===== src/rtl/mem_port_arbiter.sv =====
// mem_port_arbiter
// Arbitrates the unified memory port between instruction fetch (requester 0)
// and data load/store (requester 1). Grants are decoded from a registered
// FSM state, so a request becomes a grant one clock after it is sampled and
// no combinational path exists from req to gnt.
//
// Contention: an owner may keep the port for at most MAX_HOLD consecutive
// cycles while the other requester is waiting. After that, the port is
// handed over. Without a contender, the owner keeps the port indefinitely.
// MAX_HOLD must lie in 1..15 because hold_cnt is a 4-bit counter.
//
// Build option (macro ARB_ROUND_ROBIN_EN):
//   defined   - IDLE ties go to the requester that did not own the port last.
//   undefined - IDLE ties go to the data requester (fixed priority).
module mem_port_arbiter #(
  parameter int ADDR_WIDTH = 8,
  parameter int DATA_WIDTH = 8,
  parameter int MAX_HOLD   = 4
) (
  input  logic                  clk,
  input  logic                  rst,
  input  logic                  req0,
  input  logic [ADDR_WIDTH-1:0] addr0,
  input  logic                  req1,
  input  logic [ADDR_WIDTH-1:0] addr1,
  input  logic                  we1,
  input  logic [DATA_WIDTH-1:0] wdata1,
  output logic                  gnt0,
  output logic                  gnt1,
  output logic                  stall0,
  output logic                  stall1,
  output logic                  sel,
  output logic [ADDR_WIDTH-1:0] mem_addr,
  output logic                  mem_we,
  output logic [DATA_WIDTH-1:0] mem_wdata
);

  // FSM encoding
  localparam logic [1:0] IDLE = 2'd0;
  localparam logic [1:0] GNT0 = 2'd1;
  localparam logic [1:0] GNT1 = 2'd2;

  // Last count value before the owner must give the port away
  localparam logic [3:0] HOLD_LAST = 4'(MAX_HOLD - 1);

  logic [1:0] state_q;
  logic [1:0] state_d;
  logic [3:0] hold_cnt_q;
  logic [3:0] hold_cnt_d;
  logic [1:0] tie_state_s;
  logic       contender_s;
  logic       hold_expired_s;

`ifdef ARB_ROUND_ROBIN_EN
  // 0 = fetch owned the port most recently, 1 = data did
  logic last_owner_q;
  logic last_owner_d;

  // IDLE tie-break: hand the port to whoever did not have it last
  always_comb begin
    if (last_owner_q) begin
      tie_state_s = GNT0;
    end else begin
      tie_state_s = GNT1;
    end
  end

  // Remember the owner on every entry into a grant state
  always_comb begin
    last_owner_d = last_owner_q;
    if ((state_d == GNT0) && (state_q != GNT0)) begin
      last_owner_d = 1'b0;
    end else if ((state_d == GNT1) && (state_q != GNT1)) begin
      last_owner_d = 1'b1;
    end else begin
      last_owner_d = last_owner_q;
    end
  end

  // Last-owner register; cleared by reset so the first tie goes to data
  always_ff @(posedge clk or posedge rst) begin
    if (rst) begin
      last_owner_q <= 1'b0;
    end else begin
      last_owner_q <= last_owner_d;
    end
  end
`else
  // IDLE tie-break: fixed data priority
  always_comb begin
    tie_state_s = GNT1;
  end
`endif

  // Is the other requester waiting while someone owns the port?
  always_comb begin
    contender_s = 1'b0;
    case (state_q)
      GNT0:    contender_s = req1;
      GNT1:    contender_s = req0;
      IDLE:    contender_s = 1'b0;
      default: contender_s = 1'b0;
    endcase
  end

  // Owner has used up its share of the port under contention
  always_comb begin
    hold_expired_s = contender_s && (hold_cnt_q == HOLD_LAST);
  end

  // Next-state logic: handoff without bubble, forced release on hold expiry
  always_comb begin
    state_d = state_q;
    case (state_q)
      IDLE: begin
        if (req0 && req1) begin
          state_d = tie_state_s;
        end else if (req1) begin
          state_d = GNT1;
        end else if (req0) begin
          state_d = GNT0;
        end else begin
          state_d = IDLE;
        end
      end
      GNT0: begin
        if (!req0) begin
          if (req1) begin
            state_d = GNT1;
          end else begin
            state_d = IDLE;
          end
        end else if (hold_expired_s) begin
          state_d = GNT1;
        end else begin
          state_d = GNT0;
        end
      end
      GNT1: begin
        if (!req1) begin
          if (req0) begin
            state_d = GNT0;
          end else begin
            state_d = IDLE;
          end
        end else if (hold_expired_s) begin
          state_d = GNT0;
        end else begin
          state_d = GNT1;
        end
      end
      default: state_d = IDLE;
    endcase
  end

  // Hold counter: restarts on each ownership change, counts only under
  // contention and saturates so it can never wrap past the limit
  always_comb begin
    hold_cnt_d = 4'd0;
    if (state_d != state_q) begin
      hold_cnt_d = 4'd0;
    end else if (contender_s) begin
      if (hold_cnt_q == HOLD_LAST) begin
        hold_cnt_d = hold_cnt_q;
      end else begin
        hold_cnt_d = hold_cnt_q + 4'd1;
      end
    end else begin
      hold_cnt_d = 4'd0;
    end
  end

  // State and hold counter registers; reset acts immediately, even mid-transfer
  always_ff @(posedge clk or posedge rst) begin
    if (rst) begin
      state_q    <= IDLE;
      hold_cnt_q <= 4'd0;
    end else begin
      state_q    <= state_d;
      hold_cnt_q <= hold_cnt_d;
    end
  end

  // Output decode from the registered state; writes only while data owns the port
  always_comb begin
    gnt0      = (state_q == GNT0);
    gnt1      = (state_q == GNT1);
    sel       = gnt1;
    stall0    = req0 & ~gnt0;
    stall1    = req1 & ~gnt1;
    mem_we    = gnt1 & req1 & we1;
    mem_wdata = wdata1;
    if (sel) begin
      mem_addr = addr1;
    end else begin
      mem_addr = addr0;
    end
  end

endmodule


===== config.mk =====
export PLATFORM = sky130hd
export DESIGN_NAME = mem_port_arbiter
export DESIGN_NICKNAME = d
export VERILOG_FILES = /design/src/rtl/mem_port_arbiter.sv
export SDC_FILE = /design/constraint.sdc
export NUM_CORES = 1
export LEC_CHECK = 0
export ABC_CLOCK_PERIOD_IN_PS = 1950
export BUFFER_PORTS_ARGS = -buffer_cell sky130_fd_sc_hd__buf_2
export CORE_UTILIZATION = 35
export CTS_CLUSTER_SIZE = 24
export DETAILED_ROUTE_END_ITERATION = 12
export PLACE_DENSITY = 0.79
export SETUP_SLACK_MARGIN = 0.02
export SLEW_MARGIN = 20
export SYNTH_ARGS = -nofsm -noshare
export SYNTH_HDL_FRONTEND = slang
export SYNTH_SLANG_ARGS = --single-unit

===== constraint.sdc =====
create_clock -name clk -period 1.95 [get_ports clk]
set_input_delay 0.39 -clock clk [delete_from_list [all_inputs] [get_ports clk]]
set_output_delay 0.39 -clock clk [all_outputs]
set_load 0.03 [all_outputs]

==> summary.md, run 1 <==
| Metric | Value |
|---|---|
| Slew headroom | 0.6999 |
| Largest net degree at the start of global routing | 12 |
| Gp weighted congestion | 0.8268 |
| Mapped Area | 656.9 um2 |
| Leakage | 0.0005755 uW |
| Critical path required time | 2.11 ns |
| Fin crit share | 1.080 |
| Final Hold Vio Count | 0 |
| YS warnings | 0 |
| Fin. max-slew vios | 0 |
| Overall Power | 1537 uW |
| ANT cells | 0 |
| I/O Buffers | 34 |
| Number of remaining DRC errors | 0 |
| Sw Share | 0.4308 |
| RR Endpoint | hold_cnt_q[1] |
| Chip Width | 45.32 um |
| Net count after synthesis | 103 |
| Synth cell types | 26 |
| Sequential-to-total area share from yosys stat | 0.2286 |
| Worst-skew pair later-pin latency | 0.25 ns |
| Detailed Place HPWL | 1342 um |
| Dpl cells | 128 |
| Vias in the first global route | 720 |
| Layer with the highest usage | met2 |
| Grt ovf | 0 |
| CP endpoint | hold_cnt_q[1] |
| Max Fanout on Critical Path | 4 |
| M3 GR Usage | 0.04400 |
| CTS tree | done |
| Internal power | between 800 and 900 uW |
| CP Class | reg -> reg |
| Most frequent cells in the layout | buf_2 (24), buf_4 (21), buf_6 (11), mux2_4 (8), dfrtp_1 (6) |
| Hold Buf Count CTS | 0 |
| Initial antenna violation count | 0 |
| Max Cap Viol | 0 |
| Fin cells | 145 |
| Clk root buf | clkbuf_4 |
| Htree depth | 1 |
| Crit path DAT | 2.26 ns |
| Min cycle time layout | about 2.1 ns |
| Drt initial violations | 29 |
| Measured slew at the worst slew-check pin | about 0.45 ns |
| Yosys reg bits | 6 |
| Clk buf depth | 2 |
| Share of post-route cells with drive strength above 1 | 0.6917 |
| ANT nets after route | 0 |
| Die area | 2054 um2 |
| Clock slew at reported path FFs | approximately 0.050 ns |
| TritonCTS Buffers | 3 |
| Reg2reg start | state_q[1] |
| Maximum clock rate | 475.0 MHz |
| Worst vdd ir | 0.0007175 V |
| GR Util met1 | 0.2396 |
| NumNets Final | 156 |
| Status | finished, violations left |
| R2R depth | 8 |
| Power density cells | 1321 nW/um2 |
| Worst Setup SP | state_q[1] |
| Critical path endpoint category | register |
| Tot GR Track Use | 0.2184 |
| R2R Setup Slk | -0.16 ns |
| Fin Clk Skew | ~0.011 ns |
| Initial Util | 0.3763 |
| RSZ-0062 raised after global routing | true |
| Combinational share of power | 0.812 |
| Routed wire length | 2395 um |
| WL/cell | 16.52 um |
| FP Rows | 15 |
| First-pass GRT wire length | ~3200 um |
| Met2 usage | 0.4116 |
| Mapped Cells | a little under 70 |
| Tightest Hold Check Type | in -> async |
| Crit path launch type | register |
| Die height | 45.32 um |
| Clock network fraction of total power | 0.075 |
| Fin area | 1164 um2 |
| P_sw | 662.3 uW |
| CTS sink count | 6 |
| Placed cell area | 887.1 um2 |
| Syn avg cell area | around 9.5 um2 |
| IO Pins | 51 |
| Seq pwr share | 0.113 |
| Core Region | 1745 um2 |
| Failing checks | setup timing |
| Setup_tns | -0.8783 ns |
| Most common cell after layout, fill and taps aside | buf_2 |
| Setup WS post-layout | -0.1553 ns |
| Setup violators final | 10 |
| Post-DR vias/cell | 5.462 |
| DR pass1 iterations | 5 |
| Area Overhead vs Synth | 77.14% |
| Vias | between 700 and 800 |
## sequential cells by signal, summed over array words and instances, names as in the netlist
name	count
hold_cnt_q	4
state_q	2
## power groups by stage
stage	sequential, uW	combinational [uW]	clock [uW]
after floorplan	174	587	0
after global placement	174	751	0
after detailed placement	174	773	0
after CTS	173	976	117
after global routing	175	1310	122
final	174	1250	116
## critical path, cell delays in order, from the launching register on
cell      delay [ns]
dfrtp_1         0.43
inv_2           0.09
ha_4            0.17
a22o_4          0.26
buf_4           0.13
a31o_2          0.27
a311oi_2        0.34
mux2i_4         0.13
a31oi_1         0.19
## cell usage after synthesis
| cell | instances | share of area |
|---|---|---|
| nor2_1 | 3 | 0.017 |
| mux2i_1 | 2 | 0.030 |
| nand4_1 | 2 | 0.019 |
| o21a_1 | 1 | 0.011 |
| a311oi_1 | 2 | 0.027 |
| a31o_2 | 1 | 0.013 |
| a222oi_1 | 1 | 0.015 |
| a22o_4 | 1 | 0.027 |
| a31oi_1 | 5 | 0.048 |
| xor2_1 | 2 | 0.027 |
| buf_1 | 1 | 0.0057 |
| and2_2 | 1 | 0.011 |
| or3_1 | 2 | 0.019 |
| dfrtp_1 | 6 | 0.23 |
| nand2_1 | 3 | 0.017 |
| nand3_1 | 2 | 0.015 |
| inv_1 | 5 | 0.029 |
| ha_1 | 5 | 0.095 |
| and3_2 | 1 | 0.011 |
| nor4_1 | 1 | 0.0095 |
| nor3b_4 | 1 | 0.029 |
| a31o_1 | 1 | 0.013 |
| o211ai_1 | 1 | 0.011 |
| buf_4 | 9 | 0.10 |
| mux2_2 | 9 | 0.15 |
| nand4b_1 | 1 | 0.013 |
## final cells by class
class,count,area [um2]
Inverter,5,18.77
Timing Repair Buffer,58,441.7
Tap cell,25,31.28
Multi-Input combinational cell,48,499.2
Fill cell,114,581.8
Sequential cell,6,150.1
Clock buffer,3,22.52
## cells by family (layout without fill, tap and decap cells)
family,after synthesis,in the layout,share of synthesized area
AOI/OAI and AO/OA,13,13,0.1657
xor gates and xnor gates,2,2,0.02667
adders and majority gates,5,5,0.09524
buffers and inverters,15,66,0.1371
DFF,6,6,0.2286
muxes,11,11,0.1848
and+or+nand+nor,17,17,0.1619
## stage by stage
step	setup slack [ns]	hold slack, ns	utilization
after floorplan	-0.04495	0.1810	-
after global placement	-0.06470	0.3105	0.5082
after detailed placement	-0.1202	0.3162	0.5082
after CTS	-0.05938	0.05133	0.5943
after global routing	-0.2437	0.08197	0.6667
final	-0.1553	0.04501	0.6667
## repair_timing
| item | CTS | global route |
|---|---|---|
| pin swaps | 5 | 3 |
| setup buffers | 6 | 7 |
| resized for setup | 22 | 16 |
| setup endpoints to repair | 12 | 14 |
| gates cloned | 0 | 1 |
## worst min-delay path by stage
stage / start / endpoint / slack [ns] / cells after the start
after floorplan: rst / hold_cnt_q[0] / 0.18 / 1
after global placement: rst / state_q[1] / 0.31 / 2
after detailed placement: rst / state_q[1] / 0.32 / 2
after CTS: rst / state_q[1] / 0.05 / 2
after global routing: rst / state_q[1] / 0.08 / 2
final: rst / state_q[1] / 0.05 / 2
## per-layer routing
layer	routed length (um)	vias to the layer above
met1	923	388
met3	131	4
met4	20	0
met2	1320	43
met5	0	-
li1	-	357
(Power assumes the default switching activity.)
==> inputs of run 2 (changes only) <==
--- a/config.mk
+++ b/config.mk
@@ -5,12 +5,13 @@
 export SDC_FILE = /design/constraint.sdc
 export NUM_CORES = 1
 export LEC_CHECK = 0
-export ABC_CLOCK_PERIOD_IN_PS = 1950
+export ABC_CLOCK_PERIOD_IN_PS = 2100
 export BUFFER_PORTS_ARGS = -buffer_cell sky130_fd_sc_hd__buf_2
 export CORE_UTILIZATION = 35
 export CTS_CLUSTER_SIZE = 24
 export DETAILED_ROUTE_END_ITERATION = 12
-export PLACE_DENSITY = 0.79
+export MAX_ROUTING_LAYER = met4
+export PLACE_DENSITY = 0.76
 export SETUP_SLACK_MARGIN = 0.02
 export SLEW_MARGIN = 20
 export SYNTH_ARGS = -nofsm -noshare
==> constraint.sdc (replaced) <==
create_clock -name clk -period 2.1 [get_ports clk]
set_input_delay 0.42 -clock clk [delete_from_list [all_inputs] [get_ports clk]]
set_output_delay 0.42 -clock clk [all_outputs]
set_load 0.03 [all_outputs]
==> run 2 against run 1 <==
The run now ends clean; combinational power down 26%; sequential power down 6%; sequential share of layout area up 2.0 points; fmax up 4.1%; global-route usage down 2.3 points; count of clock-buffer cells in the layout unchanged; first-iteration DRC count down 28%; sequential cell count unchanged; non-clock buffer count down 6; clock power down 12%; worst hold slack better by 0.039 ns; critical path depth up 1; critical endpoint is now hold_cnt_q[0]; largest cell class unchanged; largest power group unchanged; highest routed layer unchanged.
==> summary.md, run 2 (synthesis results as in run 1) <==
| Metric | Value |
|---|---|
| Max reg flops | 4 |
| CP Class | reg -> reg |
| Grt ovf | 0 |
| Routed wire length | 1893 um |
| Min cycle time layout | 2.023 ns |
| ANT nets after route | 0 |
| Max stage delay on crit path | 0.41 ns |
| Cells along the critical path | inv_2, buf_4, ha_4, a31o_1, a222oi_1, buf_4, mux2i_1, buf_4, a31oi_1 |
| Initial Util | 0.3763 |
| Max Cap Viol | 0 |
| Measured slew at the worst slew-check pin | roughly 0.43 ns |
| Setup violators final | 0 |
| Tot GR Track Use | 0.1955 |
| CTS tree | done |
| Worst-skew pair later-pin latency | around 0.24 ns |
| IO Pins | 51 |
| RR Endpoint | hold_cnt_q[0] |
| Vias in the first global route | between 600 and 700 |
| Gp weighted congestion | 0.8003 |
| R2R Setup Slk | 0.08 ns |
| Fin Clk Skew | 0.002262 ns |
| Share of post-route cells with drive strength above 1 | 0.6930 |
| WL/cell | 13.62 um |
| Fin. max-slew vios | 0 |
| Detailed Place HPWL | 1155 um |
| Final Hold Vio Count | 0 |
| Crit path launch type | register |
| Reg2reg start | state_q[1] |
| Max Fanout on Critical Path | 5 |
| CTS sink count | 6 |
| Number of remaining DRC errors | 0 |
| DR pass1 iterations | 5 |
| CP dominant cell by count | buf_4 |
| Leakage | 0.0004872 uW |
| Core Region | 1745 um2 |
| Maximum clock rate | 494.3 MHz |
| FP Rows | 15 |
| NumNets Final | 150 |
| Initial antenna violation count | 0 |
| Largest net degree at the start of global routing | 13 |
| Setup_tns | 0 ns |
| Drt initial violations | 21 |
| Clock slew at reported path FFs | 0.04 ns |
| Area Overhead vs Synth | 54.86% |
| Worst vdd ir | 0.0005329 V |
| Register name with the most flops | hold_cnt_q |
| Most frequent cells in the layout | buf_2 (34), buf_4 (17), mux2_2 (9), dfrtp_1 (5), a31oi_1 (4) |
| CP max stage cell | dfrtp_1 |
| Clk root buf | clkbuf_4 |
| Biggest regs | hold_cnt_q: 4 flops, state_q: 2 flops |
| Hold_ws | 0.08426 ns |
| Die area | around 2100 um2 |
| Critical path required time | ~2.2 ns |
| Chip Width | 45.32 um |
| Critical path endpoint category | register |
| First-pass GRT wire length | 2829 um |
| Die height | 45.32 um |
| Clk buf depth | 2 |
| Vias | 692 |
| Tightest Hold Check Type | in -> async |
| Fin crit share | 0.9634 |
| Crit path DAT | roughly 2.1 ns |
| ANT cells | 0 |
| Fin area | roughly 1000 um2 |
| Status | finished clean |
| TritonCTS Buffers | 3 |
| I/O Buffers | 34 |
| Placed cell area | 814.5 um2 |
| Dpl cells | around 120 |
| Htree depth | 1 |
| Slew headroom | 0.7116 |
| Most common cell after layout, fill and taps aside | buf_2 |
| Post-DR vias/cell | 4.978 |
| Power density cells | 1167 nW/um2 |
| R2R depth | 9 |
| Fin cells | 139 |
==> run 2: cell types whose count changed in the layout (fill, tap and decap cells not counted), sizes merged <==
cell	delta
buf	-5
clkbuf	-1
==> run 2: what timing repair did <==
action,CTS,global route
setup endpoints to repair,12,6
buffers inserted,13,2
pin swaps,7,4
hold buffers,0,0
gates resized for setup,7,5
gates cloned,0,0
==> run 2: critical path: cells and delay by family, from the launching register on <==
| family | cells | cell delay [ns] |
|---|---|---|
| compound gates | 3 | 0.50 |
| fa+ha+maj | 1 | 0.23 |
| buf+inv | 4 | 0.56 |
| flops | 1 | 0.41 |
| mux | 1 | 0.18 |
==> run 2: worst max-delay path by stage <==
stage	startpoint	end	slack [ns]	cells after the start
2_1_floorplan	state_q[0]	mem_addr[0]	0.04	4
3_3_place_gp	state_q[0]	hold_cnt_q[1]	0.009	7
3_5_place_dp	state_q[0]	hold_cnt_q[1]	-0.07	7
4_1_cts	state_q[0]	hold_cnt_q[0]	0.04	9
5_1_grt	hold_cnt_q[0]	hold_cnt_q[3]	-0.03	8
6_report	state_q[1]	hold_cnt_q[0]	0.08	9
==> run 2: cell type report <==
type,instances,area (um2)
clock buffers,3,22.52
fillers,149,728.2
inverters,5,18.77
multi-input cells,48,484.2
flip-flops and latches,6,151.4
well taps,25,31.28
repair buffers,52,309.0
==> run 2: metrics by stage <==
stage | setup slack [ns] | power (uW) | utilization
after floorplan | 0.04363 | 670.2 | -
after global placement | 0.009293 | 784.2 | 0.4667
after detailed placement | -0.06886 | 796.4 | 0.4667
after CTS | 0.03979 | 1118 | 0.5599
after global routing | -0.03076 | 1253 | 0.5828
final | 0.07688 | 1187 | 0.5828
==> run 2: layer usage <==
metal | wire [um] | up-vias | share of wire | track usage
met2 | 1080 | 9 | 0.57 | 0.3565
li1 | - | 338 | - | -
met3 | 35 | 2 | 0.018 | 0.02800
met4 | 21 | 0 | 0.011 | 0.07273
met1 | 756 | 343 | 0.40 | 0.2118
met5 | 0 | - | 0 | -
==> run 2: where the power goes <==
part	total, uW	internal [uW]	switching (uW)
Clock	102	64.4	37.6
Combinational	921	435	486
Sequential	164	137	27.3
==> inputs of run 3 (changes only) <==
--- a/config.mk
+++ b/config.mk
@@ -5,7 +5,7 @@
 export SDC_FILE = /design/constraint.sdc
 export NUM_CORES = 1
 export LEC_CHECK = 0
-export ABC_CLOCK_PERIOD_IN_PS = 2100
+export ABC_CLOCK_PERIOD_IN_PS = 2200
 export BUFFER_PORTS_ARGS = -buffer_cell sky130_fd_sc_hd__buf_2
 export CORE_UTILIZATION = 35
 export CTS_CLUSTER_SIZE = 24
==> constraint.sdc (replaced) <==
create_clock -name clk -period 2.2 [get_ports clk]
set_input_delay 0.44 -clock clk [delete_from_list [all_inputs] [get_ports clk]]
set_output_delay 0.44 -clock clk [all_outputs]
set_load 0.03 [all_outputs]
==> run 3 against run 2 <==
Clock power is essentially flat; largest cell class unchanged; largest power group unchanged; core utilization shrank 9.0 points; clock skew grew 0.0016 ns; power shrank 23%; critical endpoint is now hold_cnt_q[3]; count of clock-buffer cells in the layout is the same; non-clock buffer count shrank 14; critical path type unchanged.
==> summary.md, run 3 (synthesis results as in run 1) <==
| Metric | Value |
|---|---|
| Reg area | roughly 150 um2 |
| P_sw | 447.2 uW |
| Routed wire length | 1508 um |
| ANT cells | 0 |
| Area Overhead vs Synth | 31.05% |
| Crit path DAT | 2.20 ns |
| Biggest regs | hold_cnt_q: 4 flops, state_q: 2 flops |
| Critical path endpoint category | register |
| Crit-path leading delay family | compound AO/OA/AOI/OAI gates |
| Die area | ~2100 um2 |
| Gp weighted congestion | 0.8234 |
| Slew headroom | 0.7364 |
| Crit path launch type | register |
| CP max stage cell | dfrtp_1 |
| Tot GR Track Use | 0.1707 |
| TritonCTS Buffers | 3 |
| DR pass1 iterations | 5 |
| Initial antenna violation count | 0 |
| Fin crit share | 0.9508 |
| Setup violators final | 0 |
| Fin. max-slew vios | 0 |
| CTS sink count | 6 |
| Clk root buf | clkbuf_4 |
| Post-DR vias/cell | 5.080 |
| First-pass GRT wire length | ~2500 um |
| Htree depth | 1 |
| Die height | between 40 and 50 um |
| Initial Util | 0.3763 |
| Max Fanout on Critical Path | 5 |
| NumNets Final | around 140 |
| Reg2reg start | state_q[1] |
| Clk buf depth | 2 |
| Clock network fraction of total power | 0.112 |
| IO Pins | 51 |
| Max reg flops | 4 |
| Critical path required time | roughly 2.3 ns |
| Max stage delay on crit path | 0.41 ns |
| CP Class | reg -> reg |
| Worst vdd ir | 0.0004564 V |
| Tightest Hold Check Type | in -> async |
| Clock slew at reported path FFs | around 0.050 ns |
| Combinational share of power | 0.721 |
| Measured slew at the worst slew-check pin | 0.3927 ns |
| Worst-skew pair later-pin latency | 0.24 ns |
| Vias in the first global route | 563 |
| Seq pwr share | 0.167 |
| Most common cell after layout, fill and taps aside | buf_2 |
| Drt initial violations | 34 |
| Final Hold Vio Count | 0 |
| ANT nets after route | 0 |
| Fin Clk Skew | 0.003892 ns |
| Area of the multi-input gates | 434.2 um2 |
| Most frequent cells in the layout | buf_2 (34), mux2_2 (9), dfrtp_1 (6), a31oi_1 (5) |
| WL/cell | 12.06 um |
| Share of post-route cells with drive strength above 1 | 0.6000 |
| Status | finished clean |
| Internal power | 460.8 uW |
| Register name with the most flops | hold_cnt_q |
| Hold_ws | 0.1036 ns |
| Number of remaining DRC errors | 0 |
| CTS tree | done |
| Chip Width | 45.32 um |
| Maximum clock rate | 478.0 MHz |
| Grt ovf | 0 |
| # fillers | ~160 |
| Worst Setup SP | state_q[1] |
| Core Region | approximately 1700 um2 |
| Overall Power | 908.0 uW |
| Detailed Place HPWL | 1198 um |
| Min cycle time layout | 2.092 ns |
| Power density cells | around 1100 nW/um2 |
| Largest net degree at the start of global routing | 14 |
| Vias | 635 |
| Worst Path Buf+Inv | 2 |
| Sw Share | 0.4925 |
| I/O Buffers | 34 |
| Max Cap Viol | 0 |
| Cells along the critical path | inv_2, ha_2, a22o_4, a31o_1, a222oi_1, buf_4, mux2i_4, a31oi_1 |
| FP Rows | 15 |
| Hold Buf Count CTS | 0 |
| Leakage | 0.0004149 uW |
-- run 3: worst register-to-register path: stages (launching register included) --
cell and delay (ns):
dfrtp_1 0.41, inv_2 0.08, ha_2 0.21, a22o_4 0.27, a31o_1 0.20, a222oi_1 0.25
buf_4 0.19, mux2i_4 0.25, a31oi_1 0.11
-- run 3: what timing repair did --
item,4_1_cts,5_1_grt
endpoints found under the setup margin,4,12
hold endpoints to repair,0,0
resized for setup,0,5
pin swaps,1,1
setup buffers,1,2
-- run 3: worst paths after layout --
kind | end | slack (ns) | cells after the start
hold reg to reg | hold_cnt_q[1] | 0.62 | 2
min in group clk | hold_cnt_q[1] | 0.62 | 2
setup reg to reg | hold_cnt_q[3] | 0.11 | 8
hold / removal | hold_cnt_q[2] | 0.10 | 2
max in group asynchronous | state_q[0] | 1.90 | 2
setup / recovery | hold_cnt_q[3] | 0.11 | 8
-- run 3: power by group through the flow --
stage	registers [uW]	logic (uW)	clock network, uW
5_1_grt	155	699	115
4_1_cts	148	604	108
2_1_floorplan	146	494	0
3_5_place_dp	150	589	0
3_3_place_gp	148	579	0
6_report	152	654	102
-- run 3: area by class of cell --
cell class | instances | share of cell area
clock buffer | 3 | 0.02616
inverter | 5 | 0.02180
multi-input combinational | 48 | 0.5044
sequential | 6 | 0.1744
tap | 25 | 0.03634
timing repair buffer | 38 | 0.2369
-- run 3: metal layers --
metal  part of all wire  vias up  global-route usage
met5                  0        -                   -
met4             0.0027        0             0.05455
met3              0.049        2             0.03600
met2               0.54       24              0.2870
met1               0.41      298              0.2020
li1                   -      311                   -
-- run 3: metrics by stage --
step / setup WS, ns / std cells / util / cell area (um2) / TNS (ns)
after CTS: 0.02544 / 123 / 0.4753 / 829.5 / 0
after detailed placement: -0.004261 / 119 / 0.4581 / 799.5 / -0.004261
after global placement: 0.08616 / 119 / 0.4581 / 799.5 / 0
after floorplan: 0.1176 / 69 / - / 661.9 / 0
after global routing: -0.007239 / 125 / 0.4932 / 860.8 / -0.007239
final: 0.1081 / 125 / 0.4932 / 860.8 / 0
